$ cat src/rtl/flash_arbiter_pkg.sv
// ---- flash_arbiter_pkg : shared owner encoding and data widths for the flash arbiter ----
// ---- Rev 1.0 --------------------------------------------------------------------------
`default_nettype none

package flash_arbiter_pkg;

  typedef enum logic [1:0] {
    OWN_NONE = 2'd0,
    OWN_IF   = 2'd1,
    OWN_LPM  = 2'd2
  } owner_e;

  localparam int c_DATA_W = 16;
  localparam int c_BYTE_W = 8;

endpackage

`default_nettype wire

$ cat src/rtl/flash_arbiter_if.sv
// ---- flash_arbiter_if : fetch, LPM and flash-side signals of the flash arbiter ----
// ---- Rev 1.0 ---------------------------------------------------------------------
`default_nettype none

interface flash_arbiter_if
  import flash_arbiter_pkg::*;
#(
  parameter int FLASH_WIDTH = 10
);

  logic                   if_req;
  logic [FLASH_WIDTH-1:0] if_addr;
  logic                   if_gnt;
  logic                   if_valid;
  logic [c_DATA_W-1:0]    if_data;

  logic                   lpm_req;
  logic [FLASH_WIDTH:0]   lpm_addr;
  logic                   lpm_gnt;
  logic                   lpm_valid;
  logic [c_BYTE_W-1:0]    lpm_data;

  logic                   mem_ce;
  logic [FLASH_WIDTH-1:0] mem_a;
  logic [c_DATA_W-1:0]    mem_d;

  modport slave (
    input  if_req, if_addr, lpm_req, lpm_addr, mem_d,
    output if_gnt, if_valid, if_data, lpm_gnt, lpm_valid, lpm_data, mem_ce, mem_a
  );

  modport master (
    output if_req, if_addr, lpm_req, lpm_addr, mem_d,
    input  if_gnt, if_valid, if_data, lpm_gnt, lpm_valid, lpm_data, mem_ce, mem_a
  );

endinterface

`default_nettype wire

$ cat src/rtl/flash_arbiter.sv
// ---- flash_arbiter : shares the program flash between instruction fetch and LPM loads ----
// ---- Rev 1.0 ----------------------------------------------------------------------------
`default_nettype none

module flash_arbiter
  import flash_arbiter_pkg::*;
#(
  parameter int FLASH_WIDTH  = 10,
  parameter int STARVE_LIMIT = 3
) (
  input  wire logic        clk,
  input  wire logic        rst,
  flash_arbiter_if.slave   bus
);

  localparam int            c_CNT_W = (STARVE_LIMIT > 0) ? $clog2(STARVE_LIMIT + 1) : 1;

  owner_e               r_owner;
  owner_e               w_owner_nxt;
  logic                 r_byte_sel;
  logic                 w_byte_sel_nxt;
  logic [c_CNT_W-1:0]   r_starve_cnt;
  logic [c_CNT_W-1:0]   w_starve_nxt;
  logic                 w_force_if;
  logic                 w_if_gnt;
  logic                 w_lpm_gnt;

  generate
    if (STARVE_LIMIT == 0) begin : g_if_strict
      assign w_force_if = 1'b1;
    end else begin : g_if_starve
      localparam logic [c_CNT_W-1:0] c_LIMIT = c_CNT_W'(STARVE_LIMIT);
      assign w_force_if = (r_starve_cnt >= c_LIMIT);
    end
  endgenerate

  // LPM wins by default; a starved fetch overrides it.
  assign w_lpm_gnt = bus.lpm_req & ~(bus.if_req & w_force_if);
  assign w_if_gnt  = bus.if_req & ~w_lpm_gnt;

  assign bus.if_gnt  = w_if_gnt;
  assign bus.lpm_gnt = w_lpm_gnt;
  assign bus.mem_ce  = w_if_gnt | w_lpm_gnt;
  assign bus.mem_a   = w_lpm_gnt ? bus.lpm_addr[FLASH_WIDTH:1] :
                       w_if_gnt  ? bus.if_addr : '0;

  always_ff @(posedge clk or posedge rst) begin
    if (rst) begin
      r_owner      <= OWN_NONE;
      r_byte_sel   <= 1'b0;
      r_starve_cnt <= '0;
    end else begin
      r_owner      <= w_owner_nxt;
      r_byte_sel   <= w_byte_sel_nxt;
      r_starve_cnt <= w_starve_nxt;
    end
  end

  always_comb begin
    w_owner_nxt    = OWN_NONE;
    w_byte_sel_nxt = r_byte_sel;
    w_starve_nxt   = '0;
    if (w_lpm_gnt) begin
      w_owner_nxt    = OWN_LPM;
      w_byte_sel_nxt = bus.lpm_addr[0];
    end else if (w_if_gnt) begin
      w_owner_nxt    = OWN_IF;
    end
    // A denied fetch is never forced, so holding at the limit is the saturation.
    if (bus.if_req && !w_if_gnt) begin
      w_starve_nxt = w_force_if ? r_starve_cnt : r_starve_cnt + 1'b1;
    end
  end

  assign bus.if_valid  = (r_owner == OWN_IF);
  assign bus.lpm_valid = (r_owner == OWN_LPM);
  assign bus.if_data   = bus.mem_d;
  assign bus.lpm_data  = r_byte_sel ? bus.mem_d[15:8] : bus.mem_d[7:0];

endmodule

`default_nettype wire

$ cat src/flat_wrapper.sv
// flat-port wrapper written by rule: the top's interface ports become plain ports
module flash_arbiter_flat import flash_arbiter_pkg::*;
#(
  parameter int FLASH_WIDTH  = 10,
  parameter int STARVE_LIMIT = 3
)
  (clk, rst, bus_if_req, bus_if_addr, bus_lpm_req, bus_lpm_addr, bus_mem_d, bus_if_gnt, bus_if_valid, bus_if_data, bus_lpm_gnt, bus_lpm_valid, bus_lpm_data, bus_mem_ce, bus_mem_a);
  flash_arbiter_if #(.FLASH_WIDTH(FLASH_WIDTH)) bus_i ();
  input  wire logic clk;
  input  wire logic rst;
  input wire logic [$bits(bus_i.if_req)-1:0] bus_if_req;
  input wire logic [$bits(bus_i.if_addr)-1:0] bus_if_addr;
  input wire logic [$bits(bus_i.lpm_req)-1:0] bus_lpm_req;
  input wire logic [$bits(bus_i.lpm_addr)-1:0] bus_lpm_addr;
  input wire logic [$bits(bus_i.mem_d)-1:0] bus_mem_d;
  output wire logic [$bits(bus_i.if_gnt)-1:0] bus_if_gnt;
  output wire logic [$bits(bus_i.if_valid)-1:0] bus_if_valid;
  output wire logic [$bits(bus_i.if_data)-1:0] bus_if_data;
  output wire logic [$bits(bus_i.lpm_gnt)-1:0] bus_lpm_gnt;
  output wire logic [$bits(bus_i.lpm_valid)-1:0] bus_lpm_valid;
  output wire logic [$bits(bus_i.lpm_data)-1:0] bus_lpm_data;
  output wire logic [$bits(bus_i.mem_ce)-1:0] bus_mem_ce;
  output wire logic [$bits(bus_i.mem_a)-1:0] bus_mem_a;
  assign bus_i.if_req = bus_if_req;
  assign bus_i.if_addr = bus_if_addr;
  assign bus_i.lpm_req = bus_lpm_req;
  assign bus_i.lpm_addr = bus_lpm_addr;
  assign bus_i.mem_d = bus_mem_d;
  assign bus_if_gnt = bus_i.if_gnt;
  assign bus_if_valid = bus_i.if_valid;
  assign bus_if_data = bus_i.if_data;
  assign bus_lpm_gnt = bus_i.lpm_gnt;
  assign bus_lpm_valid = bus_i.lpm_valid;
  assign bus_lpm_data = bus_i.lpm_data;
  assign bus_mem_ce = bus_i.mem_ce;
  assign bus_mem_a = bus_i.mem_a;
  flash_arbiter #(.FLASH_WIDTH(FLASH_WIDTH), .STARVE_LIMIT(STARVE_LIMIT)) u_core (.clk(clk), .rst(rst), .bus(bus_i));
endmodule
$ cat config.mk
export PLATFORM = sky130hd
export DESIGN_NAME = flash_arbiter_flat
export DESIGN_NICKNAME = d
export VERILOG_FILES = /design/src/rtl/flash_arbiter_pkg.sv /design/src/rtl/flash_arbiter_if.sv /design/src/rtl/flash_arbiter.sv /design/src/flat_wrapper.sv
export SDC_FILE = /design/constraint.sdc
export NUM_CORES = 1
export LEC_CHECK = 0
export BUFFER_PORTS_ARGS = -buffer_cell sky130_fd_sc_hd__buf_2
export CAP_MARGIN = 20
export CORE_ASPECT_RATIO = 1.2
export CORE_MARGIN = 1.5
export CORE_UTILIZATION = 30
export CTS_CLUSTER_DIAMETER = 120
export DETAILED_ROUTE_END_ITERATION = 12
export PLACE_DENSITY = 0.8
export SYNTH_ARGS = -nofsm -noshare
export SYNTH_HDL_FRONTEND = slang
export SYNTH_SLANG_ARGS = --single-unit
export TNS_END_PERCENT = 30
$ cat constraint.sdc
create_clock -name clk -period 1.5 [get_ports clk]
set_input_delay 0.075 -clock clk [delete_from_list [all_inputs] [get_ports clk]]
set_output_delay 0.075 -clock clk [all_outputs]
set_load 0.02 [all_outputs]
* Word level (Yosys, flattened, before mapping)
Cells that the tools add are included.
** Cells by class
- Multiplexer cells :: 7
- Eq/ne operators :: 3
- Magnitude comparators :: 1
- Reduce and logical (&&, ||, !) cells :: 2
- Bitwise logic cells :: 6
- Add/subtract/negate cells :: 1
** Operator list (count)
- 10-bit two-way mux :: 2
- 8-bit two-way mux :: 1
- 2-bit two-way mux :: 3
- 1-bit AND :: 3
- 2-bit by 1-bit adder with 2-bit output, second input constant :: 1
- 2-bit by 1-bit == test with 1-bit output, second input constant :: 1
- 2-bit == test, second input constant :: 1
- 2-bit >= comparator, second input constant :: 1
- 2-bit inequality test, second input constant :: 1
- 1-bit NOT :: 2
- 1-bit logical AND :: 1
- 1-bit logical NOT :: 1
- 1-bit two-way mux :: 1
- 1-bit bitwise OR :: 1
** Word-level totals
- Output and inout port bits :: 39
- Register bits after elaboration :: 5
- Input port bits :: 41
- Logic and storage cells :: 23

* Logic depth before layout (Yosys ltp)
Gate-level depths: netlist of run 1.
- Word-level depth :: 9
- Gate-level depth with buffers :: 4
- Gate-level depth less buffers :: 3

* Worst setup path after synthesis of run 1
No wires, ideal clock.
- Kind :: register to output
- From :: register u_core.r_starve_cnt[0]
- To :: output port bus_mem_a[0]
- Path buffers :: 1
- Cell stages (with the launch flop) :: 5
- Setup slack :: 0.192 ns
- Required time :: 1.425 ns
- Data arrival time :: 1.233 ns
- Cell sequence :: dfrtp_1 > ha_1 > nand2b_1 > buf_6 > a32o_1
** Between the ends
- Cells in the longest elaborated chain, start to end :: 8
** RTL lines
- start: declaration :: RTL line flash_arbiter.sv:22 : logic [c_CNT_W-1:0] r_starve_cnt;
- start signal: assignment :: RTL line flash_arbiter.sv:55 : r_starve_cnt <= w_starve_nxt;
- 2-bit >= comparator (*) :: RTL line flash_arbiter.sv:33 : assign w_force_if = (r_starve_cnt >= c_LIMIT);
- 1-bit AND (*) :: RTL line flash_arbiter.sv:38 : assign w_lpm_gnt = bus.lpm_req & ~(bus.if_req & w_force_if);
- 1-bit NOT (*) :: RTL line flash_arbiter.sv:38
- 1-bit AND (*) :: RTL line flash_arbiter.sv:38
- 1-bit NOT :: RTL line flash_arbiter.sv:39 : assign w_if_gnt = bus.if_req & ~w_lpm_gnt;
- 1-bit AND :: RTL line flash_arbiter.sv:39
- 10-bit two-way mux :: RTL line flash_arbiter.sv:45 : w_if_gnt ? bus.if_addr : '0;
- 10-bit two-way mux (*) :: RTL line flash_arbiter.sv:44 : assign bus.mem_a = w_lpm_gnt ? bus.lpm_addr[FLASH_WIDTH:1] :
- end: declaration :: RTL line flat_wrapper.sv:23 : output wire logic [$bits(bus_i.mem_a)-1:0] bus_mem_a;
Every way passes the cells marked *; elsewhere a longest branch is shown, timed or not.

* Final worst setup path of run 1
Ends and elaborated chain as after synthesis.

==> results of run 1 <==
[what timing repair did]
action,CTS,global route
hold buffers,1,0
gates resized for setup,23,6
pin swaps,3,2
endpoints found under the setup margin,12,12
buffers inserted,1,2
hold endpoints to repair,5,0
cloned,1,0
[layout make-up]
type | instances | area [um^2]
repair buffers | 86 | 512
multi-input cells | 29 | 307
fillers | 178 | 811
flip-flops and latches | 5 | 125
inverters | 1 | 3.75
well taps | 19 | 23.8
clock buffers | 4 | 26.3
[sequential cells by signal (all words and copies together) (netlist names)]
| register | flops |
|---|---|
| u_core.r_byte_sel | 1 |
| u_core.r_owner | 2 |
| u_core.r_starve_cnt | 2 |
[final timing paths]
| path | startpoint | to | cells after the start | slack (ns) |
|---|---|---|---|---|
| worst max-delay path | u_core.r_starve_cnt[0] | bus_mem_a[0] | 6 | -0.15 |
| worst min-delay path | bus_lpm_addr[0] | u_core.r_byte_sel | 2 | 0.06 |
| worst max register to register | u_core.r_starve_cnt[0] | u_core.r_byte_sel | 6 | -0.03 |
| worst min register to register | u_core.r_starve_cnt[0] | u_core.r_starve_cnt[0] | 2 | 0.56 |
| max in group asynchronous | rst | u_core.r_starve_cnt[0] | 3 | 1.06 |
| min in group asynchronous | rst | u_core.r_byte_sel | 3 | 0.26 |
[Yosys cell counts, drive strengths merged]
| cell | count |
|---|---|
| mux2 | 9 |
| and2 | 2 |
| a32o | 10 |
| a21boi | 1 |
| or2 | 1 |
| ha | 1 |
| nor3b | 1 |
| nand2b | 1 |
| and4b | 1 |
| buf | 20 |
| dfrtp | 5 |
| inv | 1 |
| nor2b | 2 |
[layout by cell type (no fill, tap or decap)]
cell	netlist	final
a21boi_4	0	1
a32o_1	10	6
a32o_2	0	4
and2_2	2	2
and4b_2	1	1
buf_2	2	68
buf_4	16	8
buf_6	2	9
clkbuf_1	0	1
clkbuf_4	0	3
dfrtp_1	5	5
dlygate4sd3_1	0	1
ha_2	0	1
inv_1	1	1
mux2_2	9	9
nand2b_4	0	1
nor2b_1	2	2
nor3b_1	1	1
or2_2	1	1
[stage by stage]
stage | setup TNS (ns) | hold WS, ns | cell area [um^2] | util
after CTS | -0.757 | 0.0605 | 966 | 0.534
after global placement | 0 | -0.0234 | 847 | 0.469
after global routing | -1.68 | 0.0753 | 997 | 0.552
final | -1.10 | 0.0641 | 997 | 0.552
after detailed placement | 0 | -0.0166 | 847 | 0.469
after floorplan | 0 | -0.146 | 566 | -
[per-layer routing]
| metal | global-route usage | share of wire | vias to the layer above |
|---|---|---|---|
| met3 | 0.0180 | 0.13 | 2 |
| li1 | - | - | 329 |
| met5 | 0 | 0 | - |
| met1 | 0.140 | 0.31 | 298 |
| met4 | 0.125 | 0.015 | 0 |
| met2 | 0.321 | 0.54 | 70 |
[report_power, final]
group          switching [W]  total, W  internal (W)
combinational       0.000176  0.000346      0.000170
clock              0.0000603  0.000161      0.000101
sequential         0.0000115  0.000155      0.000143
[kinds of logic after synthesis]
kind of cell / count (synthesis)
buffers and inverters: 21
AO/OA/AOI/OAI: 11
flip-flops: 5
multiplexers: 9
AND/OR/NAND/NOR: 8
adder cells (fa/ha/maj): 1
==> metrics.txt, run 1 <==
library cell with the largest summed area after synthesis dfrtp_1; headroom to the max-slew limit 0.770; critical-path cell with the highest stage delay dfrtp_1; placed cell count 135; violations in the final reports setup timing; via count of the first global-routing pass 655; relative area change from synthesis to final layout 76.3%; number of antenna violations at the first check in global routing 0; max cap viols 0; multiplexer fraction of the synthesized cell area 0.179; Worst Path Required 1.42 ns; final number of setup-violating endpoints 11; critical path's top delay family flip-flops; dominant combinational cell family by area after synthesis buffers and inverters; maximum achievable frequency 605 MHz; part of the Yosys area used for sequential elements 0.221; vertical die dimension 50.6 um; final weighted congestion in routability-driven placement 0.706; fraction of synthesized cell area taken by the top area cell type 0.221; Avg Cell Area, Syn 10.3 um^2; GRT overflow 0; site row count 17; TritonCTS buffer count 3; flip-flop and latch count after synthesis 5; CTS tree yes; transition at the pin with the smallest max-transition slack 0.345 ns; synth warn 0; clock root buffer clkbuf_4; power density of the placed cells 664 mW/mm^2; share of the synthesized netlist area taken by xor and xnor gates 0; share of the cycle needed by the critical path after routing 1.10; CP Max Fanout 6; buffer and inverter count on the worst path 3; leading cell types by total area after synthesis dfrtp_1 22%, buf_4 21%, mux2_2 18%; detailed-route DRC error count 0; Hold Crit Class in2reg; final cell count without fillers 144; # clock sinks 5; IO Count 80; RSZ-0062 raised after global routing true; Die Span X 42.6 um; average wire length per cell after detail routing 12.5 um; clock network latency to the later pin of the worst-skew pair 0.25 ns; P_leak 0.569 nW; maximum buffer depth of the clock tree 2; skew final 0.00502 ns; # port buffers 79; full die area 0.00216 mm^2; Syn Nets 97; starting density of the core 0.313; number of antenna cells inserted 0; Netlist cell types 15; PnR Total Power 0.000662 W; Via Count 699; status finished, violations left; WL final 1790 um; Slew Limit Fails 0; aggregate global-route resource usage 0.162; adder and majority gate portion of the synthesized area 0.0221; clock-pin slew of the registers on the worst-case setup and hold paths 0.05 ns; kind of start point of the critical path flop; NumNets Final 168; critical setup path kind reg2out; vias per cell 4.85; shortest period the worst path allows 1.65 ns; Core Area 0.00181 mm^2; DR pass1 iterations 2; DRT iter0 DRCs 1; share of cells above drive strength 1 0.864; area of the mapped netlist 566 um^2; kind of end point of the critical path output pin; synthesized-area fraction occupied by ao, oa, aoi and oai cells 0.197; longest individual stage delay on the worst path 0.39 ns; maximum number of pins on one net before global-route repair 17; crit-path most repeated cell buf_6; hold violation count in the final report 0; H-Tree Depth 1; WP data arrival 1.58 ns; number of cells produced by synthesis 55; remaining antenna violation count after routing 0; maximum vdd drop 0.000372 V; wire length of the first global-routing pass 2610 um; worst-case setup slack after placement 0.00758 ns; Synth Area in Simple Gates 0.104; sequence of cells on the critical path ha_2, buf_6, a21boi_4, buf_6, a32o_1, buf_6; final setup margin -0.153 ns
(Power assumes the default switching activity.)
==> run 2: changes to the inputs <==
--- a/config.mk
+++ b/config.mk
@@ -12,7 +12,7 @@
 export CORE_UTILIZATION = 30
 export CTS_CLUSTER_DIAMETER = 120
 export DETAILED_ROUTE_END_ITERATION = 12
-export PLACE_DENSITY = 0.8
+export PLACE_DENSITY = 0.79
 export SYNTH_ARGS = -nofsm -noshare
 export SYNTH_HDL_FRONTEND = slang
 export SYNTH_SLANG_ARGS = --single-unit
==> constraint.sdc (replaced) <==
create_clock -name clk -period 1.6 [get_ports clk]
set_input_delay 0.08 -clock clk [delete_from_list [all_inputs] [get_ports clk]]
set_output_delay 0.08 -clock clk [all_outputs]
set_load 0.02 [all_outputs]
==> metrics.txt, run 2 (synthesis gave the netlist of run 1 again) <==
vias per cell 4.91 (+1.1%); filler cell count 167 (-6.2%); # clock sinks 5 (unchanged); share of the cycle needed by the critical path after routing 0.956; share of total power in sequential cells 0.243 (+0.009); max cap viols 0 (unchanged); part of the power in the clock network 0.248 (+0.005); DRT iter0 DRCs 3 (+2); maximum number of pins on one net before global-route repair 17 (unchanged); longest individual stage delay on the worst path 0.41 ns (+0.02 ns); TritonCTS buffer count 3 (unchanged); PnR Total Power 0.000601 W (-9.3%); final number of setup-violating endpoints 0 (-11); maximum buffer depth of the clock tree 2 (unchanged); Core Area 0.00181 mm^2 (unchanged); share of cells above drive strength 1 0.839 (-0.0253); Die Span X 42.6 um (unchanged); worst-case setup slack after placement 0.0465 ns (+0.0389 ns); Slew Limit Fails 0 (unchanged); most common cell after layout, fill and taps aside buf_2; NumNets Final 167 (-0.60%); fraction of power spent switching nets 0.387 (+0.0119); clock root buffer clkbuf_4; relative area change from synthesis to final layout 69.2%; Worst Path Required 1.52 ns (+0.10 ns); WP data arrival 1.45 ns (-0.13 ns); final setup margin 0.0698 ns (+0.222 ns); maximum achievable frequency 654 MHz; status completed; sequence of cells on the critical path ha_4, a21boi_4, buf_4, a32o_1, buf_2; critical-path cell with the highest stage delay dfrtp_1; number of antenna cells inserted 0 (unchanged); starting density of the core 0.313 (unchanged); site row count 17 (unchanged); Switching Power 0.000232 W (-6.4%); # port buffers 79 (unchanged); wire length of the first global-routing pass 2660 um (+2.1%); remaining antenna violation count after routing 0 (unchanged); GRT overflow 0 (unchanged); setup slack of the most critical reg-to-reg path 0.26 ns (+0.29 ns); crit path launch u_core.r_starve_cnt[0]; most frequent cells in the layout 74 x buf_2, 10 x a32o_1, 9 x mux2_2; CP Max Fanout 5 (-1); RSZ-0062 raised after global routing true; Hold Crit Class in2reg; aggregate global-route resource usage 0.164 (+0.00221); maximum vdd drop 0.000398 V (+7.0%); worst hold slack 0.0725 ns (+0.00838 ns); CTS tree yes; skew final 0.00501 ns (-0.0000146 ns); largest registers u_core.r_owner x2, u_core.r_starve_cnt x2, u_core.r_byte_sel x1; full die area 0.00216 mm^2 (unchanged); Via Count 702 (+0.43%); H-Tree Depth 1 (unchanged); hold path startpoint bus_lpm_addr[0]; HPWL after detailed placement 1370 um; detailed-route DRC error count 0 (unchanged); transition at the pin with the smallest max-transition slack 0.356 ns (+0.0109 ns); DR pass1 iterations 2 (unchanged); Reg2Reg Launch Point u_core.r_starve_cnt[0]; power density of the placed cells 628 mW/mm^2 (-5.5%); P_leak 0.537 nW (-5.7%); critical setup path kind reg2out; kind of end point of the critical path output pin; share of power burned in combinational logic 0.510 (-0.013); clock-pin slew of the registers on the worst-case setup and hold paths 0.05 ns (about the same); Pint 0.000368 W (-11%); number of antenna violations at the first check in global routing 0 (unchanged); IO Count 80 (unchanged); final weighted congestion in routability-driven placement 0.742 (+5.2%); vertical die dimension 50.6 um (unchanged); kind of start point of the critical path flop; headroom to the max-slew limit 0.763 (-0.00724); hold violation count in the final report 0 (unchanged); shortest period the worst path allows 1.53 ns; via count of the first global-routing pass 592 (-9.6%); average wire length per cell after detail routing 12.3 um (-1.0%); clock network latency to the later pin of the worst-skew pair 0.25 ns (about the same); WL final 1760 um (-1.7%)
==> run 2: cell types whose count changed in the layout (fill, tap and decap cells not counted), moves of 4 or more <==
cell,before,now
buf_6,9,1
a32o_2,4,0
buf_2,68,74
a32o_1,6,10
==> run 2: cell type report <==
cell class	count	area [um^2]	share of cell area
clock buffer	3	22.5	0.0235
clock inverter	1	5.00	0.00523
inverter	1	3.75	0.00392
multi-input combinational	30	325	0.340
sequential	5	125	0.131
tap	19	23.8	0.0248
timing repair buffer	84	452	0.472
==> run 2: worst paths after layout <==
kind	end	depth (start not counted)
setup / recovery	bus_mem_a[3]	5
hold / removal	u_core.r_byte_sel	2
setup reg to reg	u_core.r_byte_sel	4
hold reg to reg	u_core.r_starve_cnt[0]	2
max in group asynchronous	u_core.r_starve_cnt[0]	3
min in group asynchronous	u_core.r_owner[1]	3
==> run 2: power groups by stage <==
stage	Sequential, W	Combinational (W)	Clock [W]
after floorplan	0.000138	0.000206	0
after global placement	0.000146	0.000281	0
after detailed placement	0.000147	0.000286	0
after CTS	0.000145	0.000296	0.000156
after global routing	0.000147	0.000327	0.000172
final	0.000146	0.000306	0.000149
==> run 2: repair_timing <==
item | in CTS | in global routing
setup endpoints to repair | 11 | 10
hold endpoints to repair | 5 | 0
gates resized for setup | 4 | 8
gates cloned | 1 | 0
buffers inserted | 1 | 1
hold buffers | 1 | 0
pin swaps | 1 | 1
==> run 2: per-stage QoR <==
step | setup TNS, ns | cells | util | cell area (um^2)
6_report | 0 | 143 | 0.529 | 957
5_1_grt | -0.00951 | 143 | 0.529 | 957
4_1_cts | 0 | 142 | 0.507 | 916
3_5_place_dp | 0 | 135 | 0.469 | 847
3_3_place_gp | 0 | 135 | 0.469 | 847
2_1_floorplan | 0 | 55 | - | 566
==> run 2: worst max-delay path, delay by kind of cell, from the launching register on <==
| kind | cells | cell delay, ns |
|---|---|---|
| buf+inv | 2 | 0.31 |
| compound gates | 2 | 0.29 |
| flops | 1 | 0.41 |
| fa+ha+maj | 1 | 0.20 |
==> run 2: metal layers <==
| layer | GRT usage | share of wire | up-vias |
|---|---|---|---|
| met5 | 0 | 0 | - |
| met4 | 0.0625 | 0.0079 | 0 |
| met3 | 0.0468 | 0.13 | 2 |
| met2 | 0.301 | 0.53 | 64 |
| met1 | 0.173 | 0.33 | 308 |
| li1 | - | - | 328 |
==> run 3: changes to the inputs <==
--- a/config.mk
+++ b/config.mk
@@ -5,11 +5,12 @@
 export SDC_FILE = /design/constraint.sdc
 export NUM_CORES = 1
 export LEC_CHECK = 0
+export ABC_AREA = 1
 export BUFFER_PORTS_ARGS = -buffer_cell sky130_fd_sc_hd__buf_2
 export CAP_MARGIN = 20
 export CORE_ASPECT_RATIO = 1.2
 export CORE_MARGIN = 1.5
-export CORE_UTILIZATION = 30
+export CORE_UTILIZATION = 31
 export CTS_CLUSTER_DIAMETER = 120
 export DETAILED_ROUTE_END_ITERATION = 12
 export PLACE_DENSITY = 0.79
==> metrics.txt, run 3 <==
status completed; max cap viols 0 (unchanged); kind of end point of the critical path output pin; Avg Cell Area, Syn 6.05 um^2 (-41%); Slew Limit Fails 0 (unchanged); sequence of cells on the critical path ha_1, nand2_2, buf_6, nand3_1, nand2_1, buf_2; library cell with the highest instance count after synthesis nand2_1; number of antenna violations at the first check in global routing 0 (unchanged); headroom to the max-slew limit 0.715 (-0.0473); wire length of the first global-routing pass 2580 um (-3.1%); busiest metal layer after global routing met2; DRT iter0 DRCs 3 (unchanged); Via Count 823 (+17%); part of the power in the clock network 0.251 (+0.003); aggregate global-route resource usage 0.158 (-0.00575); met3 Usage GRT 0.0283 (-0.0185); maximum number of pins on one net before global-route repair 18 (+1); maximum buffer depth of the clock tree 2 (unchanged); detailed-route DRC error count 0 (unchanged); WL final 1630 um (-7.5%); Seq. cell area 125 um^2 (unchanged); library cell with the largest summed area after synthesis dfrtp_1; worst-case setup slack after placement 0.322 ns (+0.275 ns); RSZ-0062 raised after global routing false; maximum achievable frequency 680 MHz (+4.1%); share of power burned in combinational logic 0.492 (-0.018); DR pass1 iterations 3 (+1); Main synth FF type dfrtp_1; largest registers u_core.r_owner x2, u_core.r_starve_cnt x2, u_core.r_byte_sel x1; post-route core utilization 0.504 (-0.0253); met1 usage in global routing 0.162 (-0.0112); Syn Nets 141 (+45%); number of enable flip-flop cells after synthesis 0 (unchanged); final weighted congestion in routability-driven placement 0.694 (-6.5%); most common cell after layout, fill and taps aside buf_2; CP Max Fanout 10 (+5); clock network latency to the later pin of the worst-skew pair 0.24 ns (about the same); WHS Endpoint u_core.r_byte_sel; share of total power in sequential cells 0.257 (+0.014); hold violation count in the final report 0 (unchanged); number of antenna cells inserted 0 (unchanged); met2 capacity usage during global routing 0.286 (-0.0144); starting density of the core 0.328 (+0.0148); flip-flop and latch count after synthesis 5 (unchanged); most frequent cells in the layout 79 x buf_2, 22 x nand2_1, 20 x nand3_1; transition at the pin with the smallest max-transition slack 0.427 ns (+0.0709 ns); clock root buffer clkbuf_4; HPWL after detailed placement 1420 um (+3.5%); P_leak 0.621 nW (+16%); worst flop-to-flop path endpoint u_core.r_owner[0]; Core Area 0.00183 mm^2 (+1.2%); Worst Reg2Reg Path Length in Cells 5 (+1); WP data arrival 1.39 ns (-0.06 ns); skew final 0.00147 ns (-0.00354 ns); part of the Yosys area used for sequential elements 0.209 (-0.0125); critical setup path kind reg2out; kind of start point of the critical path flop; leading cell types by count after synthesis 23 x nand2_1, 20 x nand3_1, 16 x buf_4; fraction of power spent switching nets 0.408 (+0.0209); final setup margin 0.130 ns (+0.0602 ns); clock-pin slew of the registers on the worst-case setup and hold paths 0.04 ns (about the same); # port buffers 79 (unchanged); Hold Crit Class in2reg; H-Tree Depth 1 (unchanged); vertical die dimension 51.2 um (+1.2%); vias per cell 4.52 (-7.9%); combined area of the multi-input logic cells 278 um^2 (-15%); full die area 0.00221 mm^2 (+2.4%); leading cell types by total area after synthesis dfrtp_1 21%, buf_4 20%, nand3_1 17%; site row count 17 (unchanged); critical-path cell with the highest stage delay dfrtp_1; share of the cycle needed by the critical path after routing 0.919 (-0.0376); relative area change from synthesis to final layout 53.9%; maximum vdd drop 0.000400 V (+0.40%); setup slack of the most critical reg-to-reg path 0.51 ns (+0.25 ns); cell depth of the worst min-delay path 3 (+1); IO Count 80 (unchanged); shortest period the worst path allows 1.47 ns (-0.0602 ns); power density of the placed cells 616 mW/mm^2 (-1.9%); NumNets Final 206 (+23%); buffer and inverter count on the worst path 2 (unchanged); Die Span X 43.1 um (+1.2%); Worst Path Required 1.52 ns (about the same); average wire length per cell after detail routing 8.95 um (-27%); Reg2Reg Launch Point u_core.r_starve_cnt[0]; fraction of synthesized cell area taken by the top area cell type 0.209 (-0.0125); post-synthesis async set-or-reset flop share 1.00 (unchanged); via count of the first global-routing pass 680 (+15%); area of the mapped netlist 599 um^2 (+6.0%); # clock sinks 5 (unchanged); TritonCTS buffer count 3 (unchanged); synth warn 0 (unchanged); final number of setup-violating endpoints 0 (unchanged); Pint 0.000336 W (-8.7%); hold path startpoint bus_lpm_addr[0]; Switching Power 0.000231 W (-0.40%); critical path's top delay family flip-flops; share of cells above drive strength 1 0.528 (-0.311); remaining antenna violation count after routing 0 (unchanged); GRT overflow 0 (unchanged); filler cell count 177 (+6.0%); number of cells produced by synthesis 99 (+80%); longest individual stage delay on the worst path 0.38 ns (-0.03 ns); CTS tree yes; sum of negative setup slack 0 ns (unchanged); Netlist cell types 12 (-3)
run 3: cell count changes after synthesis, moves of 2 or more:
cell | before | now
nor2_1 | 0 | 4
nand3_1 | 0 | 20
o21ai_0 | 0 | 8
and2_2 | 2 | 0
nor2b_1 | 2 | 0
inv_1 | 1 | 14
nor3_1 | 0 | 2
nand2_1 | 0 | 23
mux2_2 | 9 | 0
a32o_1 | 10 | 0
buf_2 | 2 | 4
run 3: layout make-up:
class	count	share of cell area
clock buffer	4	0.0285
inverter	14	0.0570
multi-input combinational	59	0.301
sequential	5	0.136
tap	19	0.0258
timing repair buffer	81	0.452
run 3: worst min-delay path, cell delays in order:
cell and delay (ns):
buf_2 0.08, nand2_1 0.04, nand2_1 0.04
run 3: power groups by stage:
| stage | Clock [W] | Sequential, W | Combinational (W) |
|---|---|---|---|
| floorplan | 0 | 0.000141 | 0.000194 |
| global placement | 0 | 0.000147 | 0.000275 |
| detailed placement | 0 | 0.000148 | 0.000278 |
| CTS | 0.000148 | 0.000146 | 0.000281 |
| global route | 0.000160 | 0.000149 | 0.000308 |
| finish | 0.000142 | 0.000146 | 0.000280 |
run 3: worst max path at each step:
| stage | from | endpoint | cells past startpoint |
|---|---|---|---|
| floorplan | u_core.r_starve_cnt[0] | bus_if_gnt | 5 |
| global placement | u_core.r_starve_cnt[0] | bus_if_gnt | 6 |
| detailed placement | u_core.r_starve_cnt[0] | bus_if_gnt | 6 |
| CTS | u_core.r_starve_cnt[0] | bus_if_gnt | 6 |
| global route | u_core.r_starve_cnt[0] | bus_mem_a[3] | 6 |
| finish | u_core.r_starve_cnt[0] | bus_mem_a[3] | 6 |
run 3: through the flow:
stage / cells / power (W) / hold WS, ns / area, um^2
after floorplan: 99 / 0.000335 / -0.141 / 599
after global placement: 177 / 0.000422 / -0.0198 / 875
after detailed placement: 177 / 0.000426 / -0.0115 / 875
after CTS: 182 / 0.000574 / 0.0317 / 911
after global routing: 182 / 0.000617 / 0.0554 / 922
final: 182 / 0.000568 / 0.0355 / 922
run 3: cell families (layout without fill, tap and decap cells):
| family | Yosys count | count (layout) | synth area share |
|---|---|---|---|
| buffers and inverters | 35 | 99 | 0.340 |
| adder cells (fa/ha/maj) | 1 | 1 | 0.0209 |
| AND/OR/NAND/NOR | 50 | 50 | 0.363 |
| AO/OA/AOI/OAI | 8 | 8 | 0.0668 |
| flip-flops | 5 | 5 | 0.209 |
run 3: what timing repair did:
item,4_1_cts,5_1_grt
hold buffers,1,0
setup endpoints to repair,0,10
setup buffers,0,0
hold endpoints to repair,5,0
resized for setup,0,4
run 3: metal layers:
layer	up-vias	routed length, um
met5	-	0
met1	322	579
met3	2	277
li1	422	-
met4	0	24
met2	77	747
